===== src/rtl/fm_copy_engine.sv =====
// fm_copy_engine: copies IFM buffer words to OFM buffer addresses under control of the
// feature-map address sequencer, realigning write strobes to the IFM read latency.
`ifndef FM_BUFFER_AW
`define FM_BUFFER_AW 12
`endif

module fm_copy_engine #(
    parameter int unsigned DATA_W = 128,
    parameter int unsigned IFM_AW = `FM_BUFFER_AW,
    parameter int unsigned OFM_AW = `FM_BUFFER_AW,
    parameter int unsigned RD_LAT = 1,
    parameter int unsigned CNT_W  = 24
) (
    input  logic              clk,
    input  logic              rstn,
    input  logic              q_copy_start,
    input  logic [CNT_W-1:0]  q_expected_cnt,
    input  logic              as_rd_vld,
    input  logic [IFM_AW-1:0] as_rd_addr,
    input  logic              as_wr_vld,
    input  logic [OFM_AW-1:0] as_wr_addr,
    input  logic              addr_seq_done,
    output logic              ifm_rd_en,
    output logic [IFM_AW-1:0] ifm_rd_addr,
    input  logic [DATA_W-1:0] ifm_rd_data,
    output logic              ofm_wr_en,
    output logic [OFM_AW-1:0] ofm_wr_addr,
    output logic [DATA_W-1:0] ofm_wr_data,
    output logic              copy_busy,
    output logic              copy_done,
    output logic              copy_err,
    output logic [CNT_W-1:0]  copy_wr_cnt
);

    typedef enum logic [1:0] {S_IDLE, S_RUN, S_DRAIN, S_DONE} state_t;

    state_t              r_state, w_state_nxt;
    logic                w_run, w_rd_acc, w_start, w_done_entry, w_err_set;
    logic                w_dl_vld, w_dl_empty;
    logic [OFM_AW-1:0]   w_dl_addr;
    logic [2:0]          r_pend;
    logic [CNT_W-1:0]    r_exp, r_cnt, w_cnt_nxt;
    logic                r_err, r_we;
    logic [OFM_AW-1:0]   r_wa;
    logic [DATA_W-1:0]   r_wd;

    assign w_run       = (r_state == S_RUN) || (r_state == S_DRAIN);
    assign w_rd_acc    = as_rd_vld && w_run;
    assign w_start     = q_copy_start && (r_state == S_IDLE);
    assign ifm_rd_en   = w_rd_acc;
    assign ifm_rd_addr = w_rd_acc ? as_rd_addr : '0;

    // Write strobe already trails the read by one cycle, so RD_LAT-1 more stages align it with read data.
    generate
        if (RD_LAT <= 1) begin : g_nodl
            assign w_dl_vld   = as_wr_vld;
            assign w_dl_addr  = as_wr_addr;
            assign w_dl_empty = 1'b1;
        end else begin : g_dl
            localparam int unsigned N = RD_LAT - 1;
            logic [N-1:0]             r_dl_vld;
            logic [N-1:0][OFM_AW-1:0] r_dl_addr;
            always_ff @(posedge clk or negedge rstn) begin
                if (!rstn) begin
                    r_dl_vld  <= '0;
                    r_dl_addr <= '0;
                end else begin
                    r_dl_vld[0]  <= as_wr_vld;
                    r_dl_addr[0] <= as_wr_addr;
                    for (int unsigned i = 1; i < N; i++) begin
                        r_dl_vld[i]  <= r_dl_vld[i-1];
                        r_dl_addr[i] <= r_dl_addr[i-1];
                    end
                end
            end
            assign w_dl_vld   = r_dl_vld[N-1];
            assign w_dl_addr  = r_dl_addr[N-1];
            assign w_dl_empty = ~|r_dl_vld;
        end
    endgenerate

    always_comb begin
        w_state_nxt  = r_state;
        w_done_entry = 1'b0;
        case (r_state)
            S_IDLE:  if (q_copy_start) w_state_nxt = S_RUN;
            S_RUN:   if (addr_seq_done) w_state_nxt = S_DRAIN;
            S_DRAIN: begin
                if ((r_pend == '0) && w_dl_empty && !w_dl_vld && !as_wr_vld) begin
                    w_state_nxt  = S_DONE;
                    w_done_entry = 1'b1;
                end
            end
            S_DONE:  w_state_nxt = S_IDLE;
            default: w_state_nxt = S_IDLE;
        endcase
    end

    // The last output write may retire on the same edge as DONE entry, so compare the next count.
    assign w_cnt_nxt = (r_we && (r_cnt != '1)) ? r_cnt + CNT_W'(1) : r_cnt;
    assign w_err_set = (as_rd_vld && !w_run) ||
                       (as_wr_vld && (r_pend == '0)) ||
                       (w_done_entry && (w_cnt_nxt != r_exp));

    always_ff @(posedge clk or negedge rstn) begin
        if (!rstn) begin
            r_state <= S_IDLE;
            r_pend  <= '0;
            r_exp   <= '0;
            r_cnt   <= '0;
            r_err   <= 1'b0;
        end else begin
            r_state <= w_state_nxt;
            if (w_start) begin
                r_pend <= '0;
                r_exp  <= q_expected_cnt;
                r_cnt  <= '0;
                r_err  <= 1'b0;
            end else begin
                r_cnt <= w_cnt_nxt;
                if (w_err_set) r_err <= 1'b1;
                if (w_rd_acc && !as_wr_vld) r_pend <= r_pend + 3'd1;
                else if (!w_rd_acc && as_wr_vld && (r_pend != '0)) r_pend <= r_pend - 3'd1;
            end
        end
    end

    always_ff @(posedge clk or negedge rstn) begin
        if (!rstn) begin
            r_we <= 1'b0;
            r_wa <= '0;
            r_wd <= '0;
        end else begin
            r_we <= w_dl_vld;
            if (w_dl_vld) begin
                r_wa <= w_dl_addr;
                r_wd <= ifm_rd_data;
            end
        end
    end

    assign ofm_wr_en   = r_we;
    assign ofm_wr_addr = r_wa;
    assign ofm_wr_data = r_wd;
    assign copy_busy   = (r_state != S_IDLE);
    assign copy_done   = (r_state == S_DONE);
    assign copy_err    = r_err;
    assign copy_wr_cnt = r_cnt;

endmodule


===== config.mk =====
export PLATFORM = sky130hd
export DESIGN_NAME = fm_copy_engine
export DESIGN_NICKNAME = d
export VERILOG_FILES = /design/src/rtl/fm_copy_engine.sv
export SDC_FILE = /design/constraint.sdc
export NUM_CORES = 1
export LEC_CHECK = 0
export ABC_AREA = 1
export CAP_MARGIN = 0
export CORE_UTILIZATION = 35
export DETAILED_ROUTE_END_ITERATION = 12
export HOLD_SLACK_MARGIN = 0.03
export PLACE_DENSITY = 0.73
export SYNTH_ARGS = -nofsm -noshare
export SYNTH_HDL_FRONTEND = slang
export SYNTH_SLANG_ARGS = --single-unit

===== constraint.sdc =====
create_clock -name clk -period 2.9 [get_ports clk]
set_clock_uncertainty 0.2 [all_clocks]
set_input_delay 0.58 -clock clk [delete_from_list [all_inputs] [get_ports clk]]
set_output_delay 0.58 -clock clk [all_outputs]
set_load 0.01 [all_outputs]

==> metrics.cfg, run 1 <==
[synthesis]
syn_inst=1148
avgSynthCellArea_um2=7.727
ys_ff_latch=195
synthArstFlopShare=1.000
synth.distinct_cells=26
syn_area_um2=8871
synth_fp_nets=1337
yosys_most_used_dff=dfrtp_1
synth_edf_count=0
ys_seq_area_frac=0.5501
synth_warnings=0

[sta]
fin_hold_ws_ns=0.2746
post-route-period-util=0.9643
finalSetupViolCount=0
min_period_ns=2.796
tightest_slew_ns=0.6583
fmax_ghz=0.3576
fin_tns_setup_ns=0
slew_headroom=0.5612
slew_viol_final=0
rsz0062_at_grt=no
timing_hold_violations_final=0

[clock_tree]
cts_buffer_depth=2
numClockSinks=195
path_clk_slew_ns=0.08
clk_latency_ns=0.44
cts_buffers=17
h-tree-depth=4
cts_root_buffer=clkbuf_16
cts_tree=done

[layout]
final_common_cell=nand2_1
final_cell_mix=627 x nand2_1, 359 x clkdlybuf4s50_1, 195 x dfrtp_1
nets=1700
area_growth_pct=53.79
drive_gt1_frac=0.05446
antenna_cells=0

[power]
peakVddDrop_v=0.0003802
power_density_nw_per_um2=611.1
p_leak_uw=0.006720

[critical_path]
reg2reg_slack_ns=0.26
cp.arrival_ns=2.02
required_ns=2.12
worstPathMaxFanout=15
worst_setup_path_end_kind=output pin
cp-start-kind=flip-flop
worstSetupPathType=flip-flop to output pin

[routing]
drt_first_pass_iters=5
drt-vias-per-instance=4.580
num_vias=8463
drc_errors=0
wl_per_cell_um=15.28
drt_wl_total_mm=28.24
antenna_left=0
drt_iter0_drc=592

[grt]
grt_usage=0.2239
grt_pass1_vias=8453
antenna_found_initial=1
overflow=0
grt_pass1_wl_mm=45.17
grt_max_degree=142

[floorplan]
fp-row-count=57
start_util=0.3605
die-height_um=161.2
fp.dieArea_um2=25990
die_x_um=161.2
io_pins=363
design.core.area_um2=24600

[place]
hpwl_mm=21.07
place.gp.congestion=0.9268
port_buffers=362

[flow_run]
maxCapViolCount=0

[status]
status=finished clean

[min_path]
hold_class=flip-flop to flip-flop

-- cells by family after synthesis --
| logic type | share of synthesized area |
|---|---|
| flops | 0.5501 |
| compound gates | 0.02370 |
| simple gates | 0.3573 |
| fa+ha+maj | 0.01072 |
| xor+xnor | 0.001975 |
| buf+inv | 0.05628 |
-- synthesized netlist by cell type, types with 2 or more instances --
master	count	area, um^2
buf_6	3	33.78
nand3_1	40	200.2
nand2_2	2	12.51
ha_1	6	75.07
inv_1	79	296.5
buf_1	2	7.510
xnor2_1	2	17.52
nor2_2	2	12.51
clkbuf_1	38	142.6
nand2_1	628	2357
nand4_2	3	37.54
a21oi_1	19	95.09
nand3_2	8	80.08
buf_2	3	15.01
dfrtp_1	195	4880
nand3b_1	17	127.6
nor2_1	63	236.5
o21ai_0	18	90.09
nor2_4	3	33.78
nand4_1	9	56.30
nor3_1	3	15.01
-- area by class of cell --
| type | instances | area, um^2 |
|---|---|---|
| inverter | 80 | 302.8 |
| multi-input combinational | 827 | 3520 |
| fill | 2238 | 10960 |
| sequential | 195 | 4880 |
| tap | 324 | 405.4 |
| clock buffer | 17 | 425.4 |
| timing repair buffer | 390 | 3915 |
| clock inverter | 15 | 195.2 |
-- what timing repair did --
action                                  4_1_cts  5_1_grt
cloned                                        0        0
hold endpoints to repair                     46        0
pin swaps                                     0        0
endpoints found under the setup margin       13       13
hold buffers                                  1        0
buffers inserted                              0        1
gates resized for setup                       2        4
-- stage by stage --
step                      setup slack [ns]  instance area (um^2)  instances  total power (uW)    util
after floorplan                     0.6019                  8871       1148              4610       -
after global placement              0.1059                 12970       1814              5818  0.5273
after detailed placement           0.01280                 12970       1814              5881  0.5273
after CTS                          0.01054                 13610       1847              8387  0.5533
after global routing              0.008367                 13640       1848              8863  0.5545
final                               0.1036                 13640       1848              8337  0.5545
-- power by group --
part,switching (uW),internal [uW]
sequential,247,3130
combinational,1260,1240
clock,1270,1190
total,2780,5560
-- routing by layer --
| layer | routed length, um | GRT usage |
|---|---|---|
| met1 | 10960 | 0.2625 |
| met2 | 14000 | 0.3789 |
| met3 | 2137 | 0.06600 |
| met4 | 1125 | 0.09949 |
| met5 | 13 | 0 |
-- registers in the layout (all words and copies together) (netlist names) --
signal	cells
copy_wr_cnt	24
r_exp	24
ofm_wr_data	128
copy_err	1
ofm_wr_en	1
ofm_wr_addr	12
r_pend	3
r_state	2
-- worst paths after layout --
check | from | endpoint | cells past startpoint
worst max-delay path | r_state[0] | ifm_rd_addr[3] | 5
worst min-delay path | ofm_wr_data[89] | ofm_wr_data[89] | 2
worst max register to register | copy_wr_cnt[1] | copy_err | 17
worst min register to register | ofm_wr_data[89] | ofm_wr_data[89] | 2
max in group asynchronous | rstn | copy_err | 3
min in group asynchronous | rstn | ofm_wr_data[125] | 2
-- worst max-delay path, cell delays in order (launching register included) --
cell	delay, ns
dfrtp_1	0.38
inv_1	0.12
ha_4	0.30
nand2_4	0.11
nor2_1	0.12
clkdlybuf4s50_1	0.55
Power figures use the tool's default switching activity.
==> inputs of run 2 (changes only) <==
- CORE_ASPECT_RATIO: unset -> 0.7
==> run 2 against run 1 <==
Register-to-register slack about the same. Final cell count decreased by 0.27%. Highest routed layer is now met4. Combinational power shrank 4%. Critical endpoint is now ifm_rd_addr[4]. Routed wire length is 1.7% lower.
==> metrics.cfg, run 2 (synthesized netlist as in run 1, its figures left out) <==
[min_path]
hold_class=input pin to flip-flop
hold_path_depth=1  ; -1
min_to=ofm_wr_en
holdCritStartpoint=as_wr_vld

[sta]
tightest_slew_ns=0.6174  ; -0.04088 ns
fin_tns_setup_ns=0  ; unchanged
rsz0062_at_grt=no
slew_headroom=0.5884  ; +0.02726
fmax_ghz=0.3672  ; +2.7%
min_period_ns=2.723  ; -0.07345 ns
post-route-period-util=0.9390  ; -0.02533
fin_hold_ws_ns=0.2142  ; -0.06032 ns
slew_viol_final=0  ; unchanged
timing_hold_violations_final=0  ; unchanged
finalSetupViolCount=0  ; unchanged

[grt]
grt_pass1_vias=8134  ; -3.8%
grt_pass1_wl_mm=42.92  ; -5.0%
antenna_found_initial=0  ; -1
grt_max_degree=130  ; -8.5%
grt_usage=0.2139  ; -0.009997
overflow=0  ; unchanged

[clock_tree]
clk_latency_ns=0.43  ; about the same
cts_buffer_depth=2  ; unchanged
cts_root_buffer=clkbuf_16
h-tree-depth=4  ; unchanged
path_clk_slew_ns=0.07  ; about the same
cts_buffers=17  ; unchanged
cts_tree=done
numClockSinks=195  ; unchanged

[flow_run]
maxCapViolCount=0  ; unchanged

[critical_path]
worst_setup_path_end_kind=output pin
crit_chain=inv_1, ha_1, nand2_1, nor2_1, clkdlybuf4s50_1
critPathTopFamily=buffers and inverters
required_ns=2.12  ; about the same
slowest_delay_ns=0.56  ; about the same
crit_buf_inv=2  ; unchanged
r2r-end=copy_err
reg2reg_depth=17  ; unchanged
reg2reg_from=copy_wr_cnt[0]
reg2reg_slack_ns=0.27  ; about the same
crit_path_top_delay_cell=clkdlybuf4s50_1
worstSetupPathType=flip-flop to output pin
worstPathMaxFanout=4  ; -11
cp.arrival_ns=1.94  ; -0.08 ns
cp-start-kind=flip-flop

[power]
p_leak_uw=0.006768  ; +0.72%
power_density_nw_per_um2=593.2  ; -2.9%
peakVddDrop_v=0.0004037  ; +6.2%

[routing]
drc_errors=0  ; unchanged
drt_wl_total_mm=27.75  ; -1.7%
drt_iter0_drc=518  ; -13%
drt-vias-per-instance=4.585  ; +0.13%
drt_first_pass_iters=5  ; unchanged
wl_per_cell_um=15.05  ; -1.5%
num_vias=8451  ; -0.14%
antenna_left=0  ; unchanged

[layout]
final_common_cell=nand2_1
final_cell_mix=628 x nand2_1, 348 x clkdlybuf4s50_1, 195 x dfrtp_1
antenna_cells=0  ; unchanged
nets=1695  ; -0.29%
area_growth_pct=52.45
nFillCells=2285  ; +2.1%
largest_register_ffs=128  ; unchanged
drive_gt1_frac=0.04743  ; -0.007031
utilization=0.5466  ; -0.007916

[floorplan]
die-height_um=135.2  ; -16%
io_pins=363  ; unchanged
start_util=0.3585  ; -0.002024
fp-row-count=48  ; -16%
fp.dieArea_um2=26000  ; about the same
design.core.area_um2=24740  ; +0.56%
die_x_um=192.3  ; +19%

[place]
hpwl_mm=20.42  ; -3.1%
port_buffers=362  ; unchanged
place.gp.congestion=0.8625  ; -6.9%

[status]
status=finished clean

## run 2: cell count changes in the layout (fill, tap and decap cells not counted), moves of 5 or more
cell / change
clkdlybuf4s50_1: -11
dlymetal6s2s_1: +8
buf_4: -6
clkinv_8: -5
## run 2: worst max path at each step
| stage | start | endpoint | slack, ns | depth (start not counted) |
|---|---|---|---|---|
| final | r_state[0] | ifm_rd_addr[4] | 0.18 | 5 |
| after global routing | copy_wr_cnt[1] | copy_err | 0.02 | 17 |
| after global placement | as_rd_vld | ifm_rd_addr[10] | 0.17 | 5 |
| after CTS | r_state[0] | ifm_rd_addr[1] | 0.01 | 6 |
| after floorplan | copy_wr_cnt[0] | copy_err | 0.60 | 18 |
| after detailed placement | as_rd_vld | ifm_rd_addr[8] | 0.1 | 5 |
## run 2: final cells by class
| cell class | count | area, um^2 | share of cell area |
|---|---|---|---|
| inverters | 80 | 302.8 | 0.02239 |
| multi-input cells | 827 | 3495 | 0.2584 |
| repair buffers | 385 | 3906 | 0.2888 |
| flip-flops and latches | 195 | 4880 | 0.3608 |
| clock buffers | 20 | 436.7 | 0.03229 |
| well taps | 325 | 406.6 | 0.03007 |
| clock inverters | 11 | 97.59 | 0.007216 |
## run 2: layer usage
| layer | GRT usage | wire length (um) | vias up |
|---|---|---|---|
| met1 | 0.2647 | 11280 | 3949 |
| li1 | - | - | 4212 |
| met4 | 0.05512 | 436 | 0 |
| met3 | 0.07123 | 2462 | 31 |
| met2 | 0.3579 | 13570 | 259 |
| met5 | 0 | 0 | - |
## run 2: worst register-to-register path: cells and delay by family (launching register included)
family / cells / cell delay [ns]
fa+ha+maj: 1 / 0.19
buf+inv: 2 / 0.31
compound gates: 1 / 0.06
simple gates: 13 / 1.36
flops: 1 / 0.41
## run 2: repair_timing
item	4_1_cts	5_1_grt
setup endpoints to repair	11	10
resized for setup	3	10
hold buffers	1	0
hold endpoints to repair	48	0
buffers inserted	2	0
## run 2: where the power goes
group          total, uW  switching, uW  internal, uW
combinational       2410           1210          1200
sequential          3390            261          3130
clock               2220           1100          1120
total               8020           2570          5450
## run 2: per-stage QoR
step,worst slack (ns),std cells,power (uW),area [um^2]
global placement,0.1651,1809,5803,12940
floorplan,0.6019,1148,4610,8871
detailed placement,0.09938,1809,5866,12940
global route,0.02429,1843,8529,13520
CTS,0.01042,1843,8132,13500
finish,0.1770,1843,8022,13520
==> inputs of run 3 (changes only) <==
- CORE_UTILIZATION: 35 -> 40
- PLACE_DENSITY: 0.73 -> 0.81
==> run 3 against run 2 <==
Register-to-register slack got worse by 0.05 ns. Setup slack worse by 0.079 ns. Maximum frequency fell by 2.8%. Design area shrank 0.33%. Sequential share of layout area is 0.12 points higher. Die area is 12% lower. Core utilization rose by 7.4 points. Clock-buffer cell count down 2. Power is 1.3% higher. Worst hold slack gained 0.057 ns. Routed wire length shrank 3.2%.
==> metrics.cfg, run 3 (synthesized netlist as in run 1, its figures left out) <==
[sta]
min_period_ns=2.802  ; +0.07901 ns
tightest_slew_ns=0.5798  ; -0.03757 ns
slew_headroom=0.6135  ; +0.02505
post-route-period-util=0.9662  ; +0.02724
fin_hold_ws_ns=0.2715  ; +0.05730 ns
timing_hold_violations_final=0  ; unchanged
fin_ws_ns=0.09802  ; -0.07901 ns
slew_viol_final=0  ; unchanged
fin_tns_setup_ns=0  ; unchanged
fmax_ghz=0.3569  ; -2.8%
finalSetupViolCount=0  ; unchanged
rsz0062_at_grt=no

[layout]
nets=1692  ; -0.18%
antenna_cells=0  ; unchanged
stdcell_count=1797  ; -2.5%
area_growth_pct=51.95
final_cell_mix=627 x nand2_1, 359 x clkdlybuf4s50_1, 195 x dfrtp_1
drive_gt1_frac=0.04950  ; +0.002074
final_common_cell=nand2_1
largest_register_ffs=128  ; unchanged

[flow_run]
maxCapViolCount=0  ; unchanged

[critical_path]
reg2reg_depth=19  ; +2
cp.arrival_ns=2.02  ; +0.08 ns
crit_chain=inv_1, ha_4, nand2_4, nor2_1, clkdlybuf4s50_1
worstPathMaxFanout=14  ; +10
reg2reg_from=copy_wr_cnt[1]
r2r-end=copy_err
worstSetupPathType=flip-flop to output pin
cp-start-kind=flip-flop
slowest_delay_ns=0.55  ; about the same
crit_buf_inv=2  ; unchanged
critPathTopFamily=buffers and inverters
worst_setup_path_end_kind=output pin
reg2reg_slack_ns=0.22  ; -0.05 ns
required_ns=2.12  ; about the same
crit_path_top_delay_cell=clkdlybuf4s50_1

[min_path]
holdCritStartpoint=ofm_wr_data[4]
min_to=ofm_wr_data[4]
hold_path_depth=2  ; +1
hold_class=flip-flop to flip-flop

[routing]
antenna_left=0  ; unchanged
num_vias=8430  ; -0.25%
drt_wl_total_mm=26.86  ; -3.2%
drt-vias-per-instance=4.691  ; +2.3%
drt_first_pass_iters=5  ; unchanged
drt_iter0_drc=544  ; +5.0%
wl_per_cell_um=14.95  ; -0.70%
drc_errors=0  ; unchanged

[grt]
grt_max_degree=123  ; -5.4%
antenna_found_initial=0  ; unchanged
overflow=0  ; unchanged
grt_pass1_vias=7924  ; -2.6%
grt_pass1_wl_mm=42.39  ; -1.2%
grt_usage=0.2394  ; +0.02551

[floorplan]
design.core.area_um2=21730  ; -12%
fp-row-count=45  ; -6.3%
start_util=0.4082  ; +0.04966
die_x_um=180.0  ; -6.4%
io_pins=363  ; unchanged
fp.dieArea_um2=22790  ; -12%
die-height_um=126.6  ; -6.4%

[clock_tree]
clk_latency_ns=0.44  ; about the same
numClockSinks=195  ; unchanged
cts_root_buffer=clkbuf_16
cts_tree=done
cts_buffers=17  ; unchanged
path_clk_slew_ns=0.07  ; about the same
h-tree-depth=4  ; unchanged
cts_buffer_depth=2  ; unchanged

[place]
hpwl_mm=19.75  ; -3.3%
place.gp.congestion=0.8846  ; +2.6%
post-place-ws_ns=0.05546  ; -0.04393 ns
dp_cells=1765  ; -2.4%
port_buffers=362  ; unchanged

[power]
peakVddDrop_v=0.0004011  ; -0.65%
power_uw=8126  ; +1.3%
p_leak_uw=0.006634  ; -2.0%
power_density_nw_per_um2=602.9  ; +1.6%

[status]
status=finished clean

run 3: changes by cell type in the layout (fill, tap and decap cells not counted), sizes merged:
cell,previous run,this run
buf,23,20
clkbuf,21,19
clkdlybuf4s50,348,359
clkinv,3,6
clkinvlp,2,1
dlygate4sd2,3,0
dlymetal6s2s,9,1
run 3: cell type report:
class	count	area, um^2
fill	1853	8254
sequential	195	4880
timing repair buffer	382	3867
multi-input combinational	827	3517
clock buffer	18	439.2
tap	282	352.8
inverter	80	302.8
clock inverter	13	120.1
run 3: worst max-delay path by stage:
stage	startpoint	slack (ns)	to	cells after the start
final	r_state[0]	0.1	ifm_rd_addr[8]	5
after detailed placement	as_rd_vld	0.06	ifm_rd_addr[4]	4
after floorplan	copy_wr_cnt[0]	0.60	copy_err	18
after global placement	as_rd_vld	0.11	ifm_rd_addr[10]	4
after CTS	r_state[0]	0.01	ifm_rd_addr[4]	5
after global routing	r_state[0]	0.01	ifm_rd_addr[3]	5
run 3: through the flow:
step	area, um^2	utilization
6_report	13480	0.6202
5_1_grt	13480	0.6202
4_1_cts	13460	0.6193
3_5_place_dp	12880	0.5927
3_3_place_gp	12880	0.5927
2_1_floorplan	8871	-
run 3: repair_timing:
action                                 CTS  global route
buffers inserted                         0             0
endpoints found under the hold margin   59             0
gates resized for setup                  2             4
setup endpoints to repair               13            13
hold buffers                             1             0
run 3: tightest hold or removal path, stage by stage, from the launching register on:
cell	delay, ns
dfrtp_1	0.34
nand2_1	0.05
nand2_1	0.05
run 3: power breakdown:
group          total [uW]  switching, uW  internal, uW
Combinational        2440           1210          1230
Sequential           3410            283          3130
Clock                2270           1120          1150
run 3: per-layer routing:
metal,GRT usage,wire [um]
met5,0,0
met4,0.08316,574
met3,0.08096,2120
met2,0.3900,13060
met1,0.2987,11110
